## src/rtl/lt_uint_serial.sv

```systemverilog
// lt_uint_serial: digit-serial unsigned comparator, Y = (A < B).
// Walks the borrow chain of A - B, LSB-first, DIGIT bits per clock.
// Ports:
//   clk, rst            clock, synchronous active-high reset
//   in_valid, in_ready  operand handshake for A, B (WIDTH bits each)
//   out_valid, out_ready result handshake for Y (1 when A < B)
//   EQ                  1 when A == B; present only with LT_UINT_SERIAL_EQ_EN
// Optional feature macro: LT_UINT_SERIAL_EQ_EN
module lt_uint_serial #(
   parameter int WIDTH = 32,
   parameter int DIGIT = 1
) (
   input  logic             clk,
   input  logic             rst,
   input  logic             in_valid,
   output logic             in_ready,
   input  logic [WIDTH-1:0] A,
   input  logic [WIDTH-1:0] B,
   output logic             out_valid,
   input  logic             out_ready,
`ifdef LT_UINT_SERIAL_EQ_EN
   output logic             EQ,
`endif
   output logic             Y
);

   localparam int NUM_DIGITS = WIDTH / DIGIT;
   localparam int CW = (NUM_DIGITS > 1) ? $clog2(NUM_DIGITS) : 1;
   localparam logic [CW-1:0] LAST = CW'(NUM_DIGITS - 1);

   generate
      if (DIGIT < 1 || (WIDTH % DIGIT) != 0) begin : g_bad_digit
         $error("lt_uint_serial: WIDTH must be a multiple of DIGIT");
      end
   endgenerate

   typedef enum logic [1:0] {
      S_IDLE,
      S_RUN,
      S_DONE
   } state_e;

   state_e           state_q, state_d;
   logic [WIDTH-1:0] a_q, a_d;
   logic [WIDTH-1:0] b_q, b_d;
   logic             borrow_q, borrow_d;
   logic [CW-1:0]    cnt_q, cnt_d;
   logic             y_q, y_d;
   logic             borrow_n;
   logic             accept;
   logic             last;
   logic [DIGIT-1:0] a_dig;
   logic [DIGIT-1:0] b_dig;

   assign accept = in_valid && in_ready;
   assign last   = (cnt_q == LAST);
   assign a_dig  = a_q[DIGIT-1:0];
   assign b_dig  = b_q[DIGIT-1:0];

`ifdef LT_UINT_SERIAL_EQ_EN
   logic             any_q, any_d;
   logic             any_n;
   logic             eq_q, eq_d;
   logic [DIGIT-1:0] diff;
   logic [DIGIT:0]   sub;

   assign sub = {1'b0, a_dig} - {1'b0, b_dig}
              - {{DIGIT{1'b0}}, borrow_q};
   assign {borrow_n, diff} = sub;
   // Once any digit differs the operands can never be equal.
   assign any_n = any_q | (|diff);
`else
   // Borrow-out of a_dig - b_dig - borrow_q.
   assign borrow_n = (a_dig < b_dig) ||
                     ((a_dig == b_dig) && borrow_q);
`endif

   // State register
   always_ff @(posedge clk) begin
      if (rst) begin
         state_q <= S_IDLE;
      end else begin
         state_q <= state_d;
      end
   end

   // Next-state logic
   always_comb begin
      state_d = state_q;
      unique case (state_q)
         S_IDLE: if (accept) state_d = S_RUN;
         S_RUN:  if (last) state_d = S_DONE;
         S_DONE: if (out_ready) state_d = S_IDLE;
         default: state_d = S_IDLE;
      endcase
   end

   // Outputs
   always_comb begin
      in_ready  = (state_q == S_IDLE) && !rst;
      out_valid = (state_q == S_DONE);
      Y         = y_q;
   end

`ifdef LT_UINT_SERIAL_EQ_EN
   assign EQ = eq_q;
`endif

   // Datapath next-state
   always_comb begin
      a_d      = a_q;
      b_d      = b_q;
      borrow_d = borrow_q;
      cnt_d    = cnt_q;
      y_d      = y_q;
`ifdef LT_UINT_SERIAL_EQ_EN
      any_d    = any_q;
      eq_d     = eq_q;
`endif
      unique case (state_q)
         S_IDLE: begin
            if (accept) begin
               a_d      = A;
               b_d      = B;
               borrow_d = 1'b0;
               cnt_d    = '0;
`ifdef LT_UINT_SERIAL_EQ_EN
               any_d    = 1'b0;
`endif
            end
         end
         S_RUN: begin
            a_d      = a_q >> DIGIT;
            b_d      = b_q >> DIGIT;
            borrow_d = borrow_n;
            cnt_d    = cnt_q + CW'(1);
`ifdef LT_UINT_SERIAL_EQ_EN
            any_d    = any_n;
`endif
            if (last) begin
               y_d = borrow_n;
`ifdef LT_UINT_SERIAL_EQ_EN
               eq_d = !any_n;
`endif
            end
         end
         default: ;
      endcase
   end

   // Datapath registers
   always_ff @(posedge clk) begin
      if (rst) begin
         a_q      <= '0;
         b_q      <= '0;
         borrow_q <= 1'b0;
         cnt_q    <= '0;
         y_q      <= 1'b0;
`ifdef LT_UINT_SERIAL_EQ_EN
         any_q    <= 1'b0;
         eq_q     <= 1'b0;
`endif
      end else begin
         a_q      <= a_d;
         b_q      <= b_d;
         borrow_q <= borrow_d;
         cnt_q    <= cnt_d;
         y_q      <= y_d;
`ifdef LT_UINT_SERIAL_EQ_EN
         any_q    <= any_d;
         eq_q     <= eq_d;
`endif
      end
   end

endmodule

```

## config.mk

```make
export PLATFORM = sky130hd
export DESIGN_NAME = lt_uint_serial
export DESIGN_NICKNAME = d
export VERILOG_FILES = /design/src/rtl/lt_uint_serial.sv
export SDC_FILE = /design/constraint.sdc
export NUM_CORES = 1
export LEC_CHECK = 0
export ABC_AREA = 0
export BUFFER_PORTS_ARGS = -buffer_cell sky130_fd_sc_hd__buf_2
export CORE_ASPECT_RATIO = 0.9
export CORE_UTILIZATION = 45
export CTS_BUF_LIST = sky130_fd_sc_hd__clkbuf_4 sky130_fd_sc_hd__clkbuf_8
export DETAILED_ROUTE_END_ITERATION = 10
export PLACE_DENSITY = 0.72
export SLEW_MARGIN = 20
export SYNTH_ARGS = -nofsm -noshare
export SYNTH_HDL_FRONTEND = slang
export SYNTH_SLANG_ARGS = --single-unit
```

## constraint.sdc

```tcl
create_clock -name clk -period 1.68 [get_ports clk]
set_input_delay 0.252 -clock clk [delete_from_list [all_inputs] [get_ports clk]]
set_output_delay 0.252 -clock clk [all_outputs]
set_load 0.01 [all_outputs]
```

# Yosys cells after proc, flatten, opt, wreduce, memory -nomap -nowiden
# Index checks and enable logic that the tools add are counted.
[classes] mux=12 n_div=0 n_addsub=1 reduce_logical=10 eq_ne=7 n_lt_le_gt_ge=1 n_bitwise=0 multipliers=0 shifts=0
[ops] cell="32-bit one-hot mux with 2 select lines" count=2
[ops] cell="32-bit 2-to-1 mux" count=2
[ops] cell="5-bit one-hot mux with 2 select lines" count=1
[ops] cell="2-bit 2-to-1 mux" count=3
[ops] cell="2-bit one-hot mux with 3 select lines" count=1
[ops] cell="5-bit by 1-bit adder with 5-bit output (second input constant)" count=1
[ops] cell="5-bit == test (second input constant)" count=1
[ops] cell="5-bit 2-to-1 mux" count=1
[ops] cell="2-bit != test (second input constant)" count=2
[ops] cell="2-bit AND reduction" count=2
[ops] cell="1-bit logical AND" count=3
[ops] cell="3-bit AND reduction" count=1
[ops] cell="2-bit by 1-bit == test with 1-bit output (second input constant)" count=1
[ops] cell="2-bit == test (second input constant)" count=1
[ops] cell="2-bit logical NOT" count=1
[ops] cell="2-bit by 1-bit != test with 1-bit output (second input constant)" count=1
[ops] cell="1-bit one-hot mux with 2 select lines" count=1
[ops] cell="2-bit nonzero test" count=1
[ops] cell="1-bit == test" count=1
[ops] cell="1-bit logical NOT" count=1
[ops] cell="1-bit logical OR" count=1
[ops] cell="1-bit less-than comparator" count=1
[ops] cell="1-bit 2-to-1 mux" count=1
[totals] out_inout_bits=3 elab_cells=37 latchBits=0 regBits=73 rom_bits=0 mem_count=0 ram_bits=0

# Longest topological paths before layout
# Gate-level depths: netlist of run 1.
[logic_depth] word_depth=5 ltp_mapped=6 ltp_nobuf=6

# Worst setup path before layout of run 1
# OpenSTA, ideal clock, no wires.
[synth_timing] path_kind="register -> output" start="register state_q[1]" end="output port in_ready" arrival_ns=1.011 n_path_buf=3 stages_incl_launch_ff=5 path_slack_ns=0.417 path_cell_list="dfxtp_1 -> buf_6 -> buf_6 -> buf_2 -> nor3_1"
[synth_between] elab_chain_len=2
[synth_rtl] item="from (decl)" line="43" source="state_e state_q, state_d;"
[synth_rtl] item="from (signal assigned)" line="83" source="state_q <= state_d;"
[synth_rtl] item="2-bit logical NOT" line="100" source="in_ready = (state_q == S_IDLE) && !rst;"
[synth_rtl] item="1-bit logical AND" line="100"
[synth_rtl] item="to (decl)" line="16" source="output logic in_ready,"
# Every way passes these cells.

# Final worst setup path of run 1
[layout_timing] start="register state_q[0]" end="output port out_valid"
[layout_between] elab_chain_len=1
[layout_rtl] item="2-bit == test" line="101" source="out_valid = (state_q == S_DONE);"
[layout_rtl] item="to (decl)" line="19" source="output logic out_valid,"
# Every way passes these cells.

==> results by group, run 1 <==
STA
  – RSZ-0062 raised after global routing: false
  – Fmax achieved: 629 MHz
  – # setup viols final: 0
  – Slew Viols, Final: 0
  – Post-route setup slack: 0.0914 ns
  – Max-slew headroom: 0.689
  – Fin crit period: 1.59 ns
  – Fin. Hold Viols: 0
  – Fin crit share: 0.946
  – Worst slew pin tran: 0.466 ns
  – Final Skew: 0.00795 ns
  – TNS Setup: 0 ns

Critical path
  – CP delay by family, top: flip-flops
  – Worst Path Buf+Inv: 2
  – FF-to-FF End: a_q[20]$_SDFFE_PP0P_
  – CP max stage cell: dfxtp_4
  – Max incr delay on CP: 0.52 ns
  – Critical path endpoint category: primary output
  – Worst reg2reg path depth: 4
  – Critical path arrival: 1.34 ns
  – Crit Path Max Fanout: 29
  – Critical Path RT: 1.43 ns
  – CP Cell Sequence: buf_6 -> nor2b_1 -> buf_2
  – Crit start category: register
  – Reg-to-Reg Start: state_q[0]$_SDFFE_PP0P_
  – Critical path class: register to primary output
  – R2R Setup Slk: 0.25 ns

Floorplanning
  – Die W: 103 um
  – IO Pins: 71
  – Initial Utilization: 0.470
  – Die Ht: 92.6 um
  – # rows: 32
  – Core Footprint: 8730 um2
  – Die Area: 9510 um2

Pwr
  – Part of the power in registers: 0.467
  – Power Density: 893 nW/um2
  – Clock share of power: 0.377
  – VDD IR max: 0.440 mV
  – Comb power frac: 0.157
  – P_leak: 1.69 nW
  – Internal power: 3.14 mW
  – Sw frac: 0.247
  – Sw power: 1.03 mW

Routing
  – Met2 wire len: 4040 um
  – Via count: 3292
  – DR WL/cell: 14.5 um
  – Drt total wl: 8570 um
  – Routed Antenna Nets: 0
  – Drt via density: 5.56
  – 1st-iter DRT viols: 137
  – Highest Signal Layer: met4
  – First-pass detailed-route iteration total: 4
  – Met1 wire length: 4140 um
  – WL met3: 242 um
  – Number of remaining DRC errors: 0

Global routing
  – GRT Total Usage: 0.187
  – Vias in the first global route: 3141
  – Largest net degree at the start of global routing: 54
  – First-pass GRT wire length: 14100 um
  – Initial antenna violation count: 0
  – GRT overflow: 0

Clocking
  – # hold bufs at CTS: 0
  – Clk root buf: clkbuf_8
  – CTS clk-pin slew, worst paths: 0.07 ns
  – Num CTS Buffers: 9
  – Clk buf depth: 2
  – Worst-Skew Late Latency: 0.34 ns
  – CTS tree: yes
  – Clock Sinks: 73
  – Htree depth: 3

Cells and area
  – Area grow syn2layout: 13.9%
  – Commonest non-fill, non-tap cell in the layout: dfxtp_1
  – ANT cells: 0
  – Final #Nets: 539
  – Most frequent cells in the layout: dfxtp_1, buf_2, nor3_1
  – Post-route cell area: 4680 um2
  – Layout cells sized above 1: 0.292

Logic synthesis
  – Distinct cells, synth: 37
  – Post-synthesis sequential area ratio: 0.356
  – Syn Nets: 495
  – Mapped Avg Cell Area: 9.68 um2
  – Syn. warnings: 0
  – Netlist Area Pre-Place: 4110 um2
  – Yosys reg bits: 73
  – Post-Syn Instances: 424

Flow run
  – MaxCap Viol Count: 0

Place
  – Hpwl dp: 5460 um
  – Cell Area, Placed: 4430 um2
  – Port Buffers: 70
  – Setup WS pre-CTS: 0.255 ns
  – GP Congestion: 0.699

Min path
  – Worst Hold Depth: 3
  – Min-Delay Startpoint: A[31]
  – Hold EP: a_q[31]$_SDFFE_PP0P_
  – Hold Crit Class: input pin to register

Run status
  – Status: finished, final reports clean
-- kinds of logic (layout without fill, tap and decap cells) --
family / after synthesis / after routing / share of synthesized area
AOI/OAI and AO/OA: 79 / 79 / 0.141
adders and majority gates: 3 / 3 / 0.00914
buffers and inverters: 58 / 107 / 0.0881
DFF: 73 / 73 / 0.356
and+or+nand+nor: 211 / 211 / 0.406
-- layer usage --
layer,global-route usage,vias up
met2,0.309,44
met3,0.0309,13
li1,-,1670
met5,0,-
met4,0.0786,0
met1,0.239,1565
-- power by group through the flow --
| stage | sequential, mW | combinational [mW] | clock [mW] |
|---|---|---|---|
| floorplan | 1.96 | 0.521 | 0 |
| global placement | 1.98 | 0.639 | 0 |
| detailed placement | 1.99 | 0.658 | 0 |
| CTS | 1.95 | 0.662 | 1.62 |
| global route | 1.97 | 0.730 | 1.69 |
| finish | 1.95 | 0.655 | 1.57 |
-- layout make-up --
type	instances	area [um2]
multi-input cells	293	2290
repair buffers	86	515
inverters	5	18.8
clock inverters	4	75.1
well taps	119	149
fillers	820	4050
flip-flops and latches	73	1470
clock buffers	12	159
-- through the flow --
step	instances	util	hold slack [ns]	power (mW)
final	592	0.536	0.191	4.18
after detailed placement	575	0.507	0.454	2.65
after global placement	575	0.507	0.447	2.62
after floorplan	424	-	0.424	2.48
after global routing	592	0.536	0.207	4.38
after CTS	591	0.534	0.175	4.23
-- how the worst max path moves through the flow --
stage,startpoint,endpoint,cells after the start
4_1_cts,state_q[1]$_SDFFE_PP0P_,out_valid,2
2_1_floorplan,state_q[1]$_SDFFE_PP0P_,in_ready,4
6_report,state_q[0]$_SDFFE_PP0P_,out_valid,3
3_3_place_gp,in_valid,b_q[26]$_SDFFE_PP0P_,5
5_1_grt,state_q[0]$_SDFFE_PP0P_,out_valid,3
3_5_place_dp,in_valid,b_q[26]$_SDFFE_PP0P_,5
-- cells in the mapped netlist (all sizes together) --
| cell type | number | area, um2 |
|---|---|---|
| nor2b | 1 | 6.26 |
| a22oi | 1 | 7.51 |
| a31oi | 1 | 6.26 |
| o211ai | 1 | 7.51 |
| clkbuf | 18 | 68.8 |
| o311ai | 1 | 8.76 |
| a32oi | 2 | 17.5 |
| and2b | 1 | 8.76 |
| nand3 | 2 | 10.0 |
| ha | 3 | 37.5 |
| nand3b | 3 | 22.5 |
| nor3b | 62 | 465 |
| nand4b | 1 | 8.76 |
| o21ai | 5 | 25.0 |
| nand2 | 1 | 3.75 |
| o21bai | 1 | 7.51 |
| nand2b | 5 | 38.8 |
| dfxtp | 73 | 1460 |
| or4 | 1 | 7.51 |
| or3 | 1 | 6.26 |
| and3 | 1 | 6.26 |
| buf | 35 | 274 |
| o21a | 62 | 465 |
| a211oi | 2 | 15.0 |
| a21oi | 3 | 18.8 |
| nor3 | 63 | 315 |
| and2 | 1 | 6.26 |
| inv | 5 | 18.8 |
| nor4b | 62 | 737 |
| nor2 | 6 | 22.5 |
-- worst register-to-register path, stage by stage (launching register included) --
cell	delay, ns
dfxtp_4	0.52
buf_4	0.36
nor3b_1	0.27
nor3_1	0.07
o21a_1	0.12
-- flip-flops by register name (all words and copies together) (netlist names) --
register / flops
state_q: 2
a_q: 32
Y: 1
borrow_q: 1
b_q: 32
cnt_q: 5
-- what timing repair did --
item,CTS,global route
resized for setup,1,0
setup buffers,0,1
setup endpoints to repair,1,1
Note: power is estimated with default switching activity, not from simulation.
==> inputs of run 2 (changes only) <==
Settings changed: CORE_UTILIZATION 45 to 58, PLACE_DENSITY 0.72 to 0.88.
==> run 2 against run 1 <==
Non-clock buffer count increased by 2. Routed wire length up 0.30%. Hold slack worse by 0.0059 ns. First-iteration DRC count increased by 26%. Count of clock-buffer cells in the layout down 2. Maximum frequency shrank 0.44%. Clock skew decreased by 0.00061 ns. Sequential share of layout area increased by 0.076 points. Sequential power hardly changed.
==> results by group, run 2 (synthesis results as in run 1) <==
Routing
  – Routed Antenna Nets: 0
  – First-pass detailed-route iteration total: 4
  – Drt total wl: 8600 um
  – Via count: 3394
  – Number of remaining DRC errors: 0
  – 1st-iter DRT viols: 173
  – DR WL/cell: 15.2 um
  – Drt via density: 6.01

STA
  – Slew Viols, Final: 0
  – Max-slew headroom: 0.718
  – RSZ-0062 raised after global routing: false
  – Final Skew: 0.00734 ns
  – Fmax achieved: 627 MHz
  – TNS Setup: 0 ns
  – Fin crit period: 1.60 ns
  – Fin crit share: 0.950
  – # setup viols final: 0
  – Worst slew pin tran: 0.423 ns
  – Fin. Hold Viols: 0

Critical path
  – Critical path arrival: 1.34 ns
  – CP max stage cell: dfxtp_4
  – Critical Path RT: 1.43 ns
  – Crit Path Max Fanout: 23
  – Crit start category: register
  – CP Cell Sequence: buf_4 -> nor3_1 -> buf_2
  – Reg-to-Reg Start: cnt_q[0]$_SDFFE_PP0P_
  – Crit path from: state_q[1]$_SDFFE_PP0P_
  – Worst setup path endpoint: in_ready
  – Max incr delay on CP: 0.44 ns
  – Critical path endpoint category: primary output
  – R2R Setup Slk: 0.26 ns
  – Worst reg2reg path depth: 4
  – FF-to-FF End: state_q[0]$_SDFFE_PP0P_
  – Critical path class: register to primary output

Cells and area
  – Layout cells sized above 1: 0.295
  – Most frequent cells in the layout: dfxtp_1, buf_2, nor3_1
  – Final Core Density: 0.697
  – Layout Cells excl Fill: 565
  – Area grow syn2layout: 13.6%
  – Final #Nets: 541
  – Commonest non-fill, non-tap cell in the layout: dfxtp_1
  – Top Registers: a_q: 32 flops, b_q: 32 flops, cnt_q: 5 flops
  – Post-route cell area: 4660 um2
  – ANT cells: 0

Flow run
  – MaxCap Viol Count: 0

Floorplanning
  – Die Ht: 81.8 um
  – Initial Utilization: 0.614
  – Die W: 90.7 um
  – IO Pins: 71
  – Die Area: 7420 um2
  – # rows: 28
  – Core Footprint: 6690 um2

Pwr
  – VDD IR max: 0.669 mV
  – Power Density: 899 nW/um2
  – P_leak: 1.70 nW
  – Pwr Total: 4.19 mW

Global routing
  – Vias in the first global route: 3177
  – First-pass GRT wire length: 14300 um
  – Initial antenna violation count: 0
  – Busiest grt layer: met2
  – Met1 usage: 0.283
  – M3 GR Usage: 0.0611
  – GRT overflow: 0
  – Met2 usage: 0.436
  – Largest net degree at the start of global routing: 44
  – GRT Total Usage: 0.239

Clocking
  – Num CTS Buffers: 9
  – CTS tree: yes
  – CTS-repair resized insts: 0
  – # hold bufs at CTS: 0
  – Clk root buf: clkbuf_8
  – Clk buf depth: 2
  – Worst-Skew Late Latency: 0.35 ns
  – CTS clk-pin slew, worst paths: 0.08 ns
  – Clock Sinks: 73
  – Htree depth: 3

Min path
  – Hold Crit Class: input pin to register

Place
  – Placed Instances: 548
  – Hpwl dp: 5570 um
  – Port Buffers: 70
  – Cell Area, Placed: 4430 um2
  – GP Congestion: 0.811

Run status
  – Status: finished, final reports clean
run 2: cell types whose count changed in the layout (fill, tap and decap cells not counted), sizes merged:
cell      change
buf           +2
clkbuf        -2
clkinv        +2
clkinvlp      -2
inv           +2
run 2: cell type report:
cell class	count	area [um2]
multi-input combinational	293	2290
tap	90	113
clock inverter	6	88.8
clock buffer	10	138
fill	510	2030
timing repair buffer	88	548
inverter	5	18.8
sequential	73	1470
run 2: power by group:
group,leakage [nW],switching [mW],internal [mW]
clock network,0.117,0.674,0.882
logic,0.983,0.329,0.359
registers,0.604,0.0802,1.87
run 2: worst max-delay path: cells and delay by family, from the launching register on:
family / cells / cell delay, ns
simple gates: 1 / 0.09
flops: 1 / 0.44
buf+inv: 2 / 0.46
run 2: worst min path at each step:
stage	from	endpoint	cells after the start
2_1_floorplan	A[31]	a_q[31]$_SDFFE_PP0P_	2
3_3_place_gp	b_q[26]$_SDFFE_PP0P_	b_q[26]$_SDFFE_PP0P_	1
3_5_place_dp	a_q[3]$_SDFFE_PP0P_	a_q[3]$_SDFFE_PP0P_	1
4_1_cts	A[31]	a_q[31]$_SDFFE_PP0P_	3
5_1_grt	A[31]	a_q[31]$_SDFFE_PP0P_	3
6_report	B[31]	b_q[31]$_SDFFE_PP0P_	3
run 2: stage by stage:
stage                     hold slack (ns)  worst slack (ns)
final                               0.185            0.0844
after global routing                0.198           0.00818
after CTS                           0.176            0.0460
after detailed placement            0.454             0.256
after global placement              0.447             0.318
after floorplan                     0.424             0.417
run 2: layer usage:
layer  up-vias  part of all wire
met3         7             0.042
met2        79              0.49
li1       1684                 -
met5         -                 0
met1      1624              0.46
met4         0            0.0056
run 2: timing repair:
action                                 in CTS  in global routing
setup buffers                               0                  1
endpoints found under the hold margin       0                  0
setup endpoints to repair                   0                  2
==> inputs of run 3 (changes only) <==
Settings changed: CORE_UTILIZATION 58 to 35, PLACE_DENSITY 0.88 to 0.6, TNS_END_PERCENT from default to 20.
==> run 3 against run 2 <==
First-iteration DRC count is 12% lower. Critical endpoint unchanged. Combinational power is 1% lower. Core utilization is 28 points lower. Sequential power hardly changed. Largest power group unchanged. Critical path type unchanged. Worst setup slack better by 0.0050 ns.
==> results by group, run 3 (synthesis results as in run 1) <==
Pwr
  – Internal power: 3.23 mW
  – Pwr Total: 4.32 mW
  – Part of the power in registers: 0.448
  – Sw frac: 0.254
  – VDD IR max: 0.607 mV
  – Comb power frac: 0.157
  – Clock share of power: 0.395
  – Power Density: 905 nW/um2
  – P_leak: 1.72 nW
  – Sw power: 1.10 mW

Min path
  – Worst Hold Depth: 3
  – Hold Crit Class: input pin to register
  – Hold EP: b_q[31]$_SDFFE_PP0P_
  – Min-Delay Startpoint: B[31]

STA
  – Fin. Hold Viols: 0
  – Fin crit period: 1.59 ns
  – Post-route setup slack: 0.0894 ns
  – Slew Viols, Final: 0
  – Worst slew pin tran: 0.420 ns
  – Max-slew headroom: 0.720
  – Final Hold Slack: 0.197 ns
  – TNS Setup: 0 ns
  – Fin crit share: 0.947
  – Final Skew: 0.00859 ns
  – RSZ-0062 raised after global routing: false
  – # setup viols final: 0
  – Fmax achieved: 629 MHz

Cells and area
  – Area grow syn2layout: 16.4%
  – Final #Nets: 541
  – Most frequent cells in the layout: dfxtp_1, buf_2, nor3_1
  – Commonest non-fill, non-tap cell in the layout: dfxtp_1
  – Layout cells sized above 1: 0.295
  – Top Registers: a_q: 32 flops, b_q: 32 flops, cnt_q: 5 flops
  – ANT cells: 0

Critical path
  – Critical path arrival: 1.34 ns
  – Reg-to-Reg Start: cnt_q[0]$_SDFFE_PP0P_
  – Critical path class: register to primary output
  – Critical Path RT: 1.43 ns
  – R2R Setup Slk: 0.24 ns
  – Critical path endpoint category: primary output
  – FF-to-FF End: Y$_SDFFE_PP0P_
  – Crit start category: register
  – Worst reg2reg path depth: 6
  – Crit Path Max Fanout: 35

Routing
  – First-pass detailed-route iteration total: 4
  – Routed Antenna Nets: 0
  – 1st-iter DRT viols: 153
  – Drt via density: 5.26
  – Number of remaining DRC errors: 0
  – DR WL/cell: 14.0 um
  – Drt total wl: 8820 um
  – Via count: 3316

Place
  – GP Congestion: 0.711
  – Setup WS pre-CTS: 0.179 ns
  – Hpwl dp: 5580 um
  – Port Buffers: 70

Clocking
  – Clk buf depth: 2
  – Num CTS Buffers: 9
  – CTS-repair resized insts: 0
  – CTS clk-pin slew, worst paths: 0.08 ns
  – CTS tree: yes
  – Clock Sinks: 73
  – Number of post-CTS setup repair buffers: 2
  – Clk root buf: clkbuf_8
  – Worst-Skew Late Latency: 0.34 ns
  – # hold bufs at CTS: 0
  – Htree depth: 3

Global routing
  – Largest net degree at the start of global routing: 59
  – GRT overflow: 0
  – GRT Total Usage: 0.154
  – First-pass GRT wire length: 15100 um
  – Vias in the first global route: 3191
  – Initial antenna violation count: 0

Floorplanning
  – IO Pins: 71
  – Die Ht: 105 um
  – Initial Utilization: 0.359
  – Die W: 116 um
  – Core Footprint: 11400 um2
  – # rows: 37
  – Die Area: 12200 um2

Run status
  – Status: finished, final reports clean

Flow run
  – MaxCap Viol Count: 0
==> run 3: cell types whose count changed in the layout (fill, tap and decap cells not counted), sizes merged <==
cell,delta
inv,+1
clkinv,-1
bufinv,+1
clkbuf,-1
==> run 3: metal layers <==
layer / share of wire / GRT usage
met1: 0.49 / 0.207
met2: 0.46 / 0.243
met3: 0.031 / 0.0331
met4: 0.014 / 0.0495
met5: 0 / 0
==> run 3: final cells by class <==
| class | instances | area (um2) |
|---|---|---|
| Fill cell | 1151 | 6660 |
| Multi-Input combinational cell | 293 | 2290 |
| Sequential cell | 73 | 1470 |
| Timing Repair Buffer | 88 | 556 |
| Tap cell | 156 | 195 |
| Clock inverter | 7 | 125 |
| Clock buffer | 9 | 124 |
| Inverter | 5 | 18.8 |
==> run 3: metrics by stage <==
| step | instances | utilization | cell area, um2 |
|---|---|---|---|
| floorplan | 424 | - | 4110 |
| global placement | 613 | 0.394 | 4510 |
| detailed placement | 613 | 0.394 | 4510 |
| CTS | 631 | 0.418 | 4780 |
| global route | 631 | 0.418 | 4780 |
| finish | 631 | 0.418 | 4780 |
==> run 3: critical path, cell delays in order (launching register included) <==
cell and delay (ns):
dfxtp_4 0.36, buf_4 0.25, nor3_1 0.21, buf_2 0.16
==> run 3: worst max-delay path by stage <==
stage               slack (ns)  cells past startpoint              endpoint                    start
global route              0.01                      3              in_ready  state_q[0]$_SDFFE_PP0P_
detailed placement        0.18                      4   a_q[7]$_SDFFE_PP0P_  state_q[1]$_SDFFE_PP0P_
global placement          0.23                      4  a_q[12]$_SDFFE_PP0P_  state_q[1]$_SDFFE_PP0P_
CTS                       0.07                      3              in_ready  state_q[1]$_SDFFE_PP0P_
floorplan                 0.42                      4              in_ready  state_q[1]$_SDFFE_PP0P_
finish                    0.09                      3              in_ready  state_q[0]$_SDFFE_PP0P_
==> run 3: power by group through the flow <==
stage	registers, mW	logic, mW	clock network [mW]
final	1.94	0.681	1.71
after global routing	1.96	0.762	1.84
after CTS	1.94	0.691	1.78
after detailed placement	1.98	0.687	0
after global placement	1.97	0.673	0
after floorplan	1.96	0.521	0
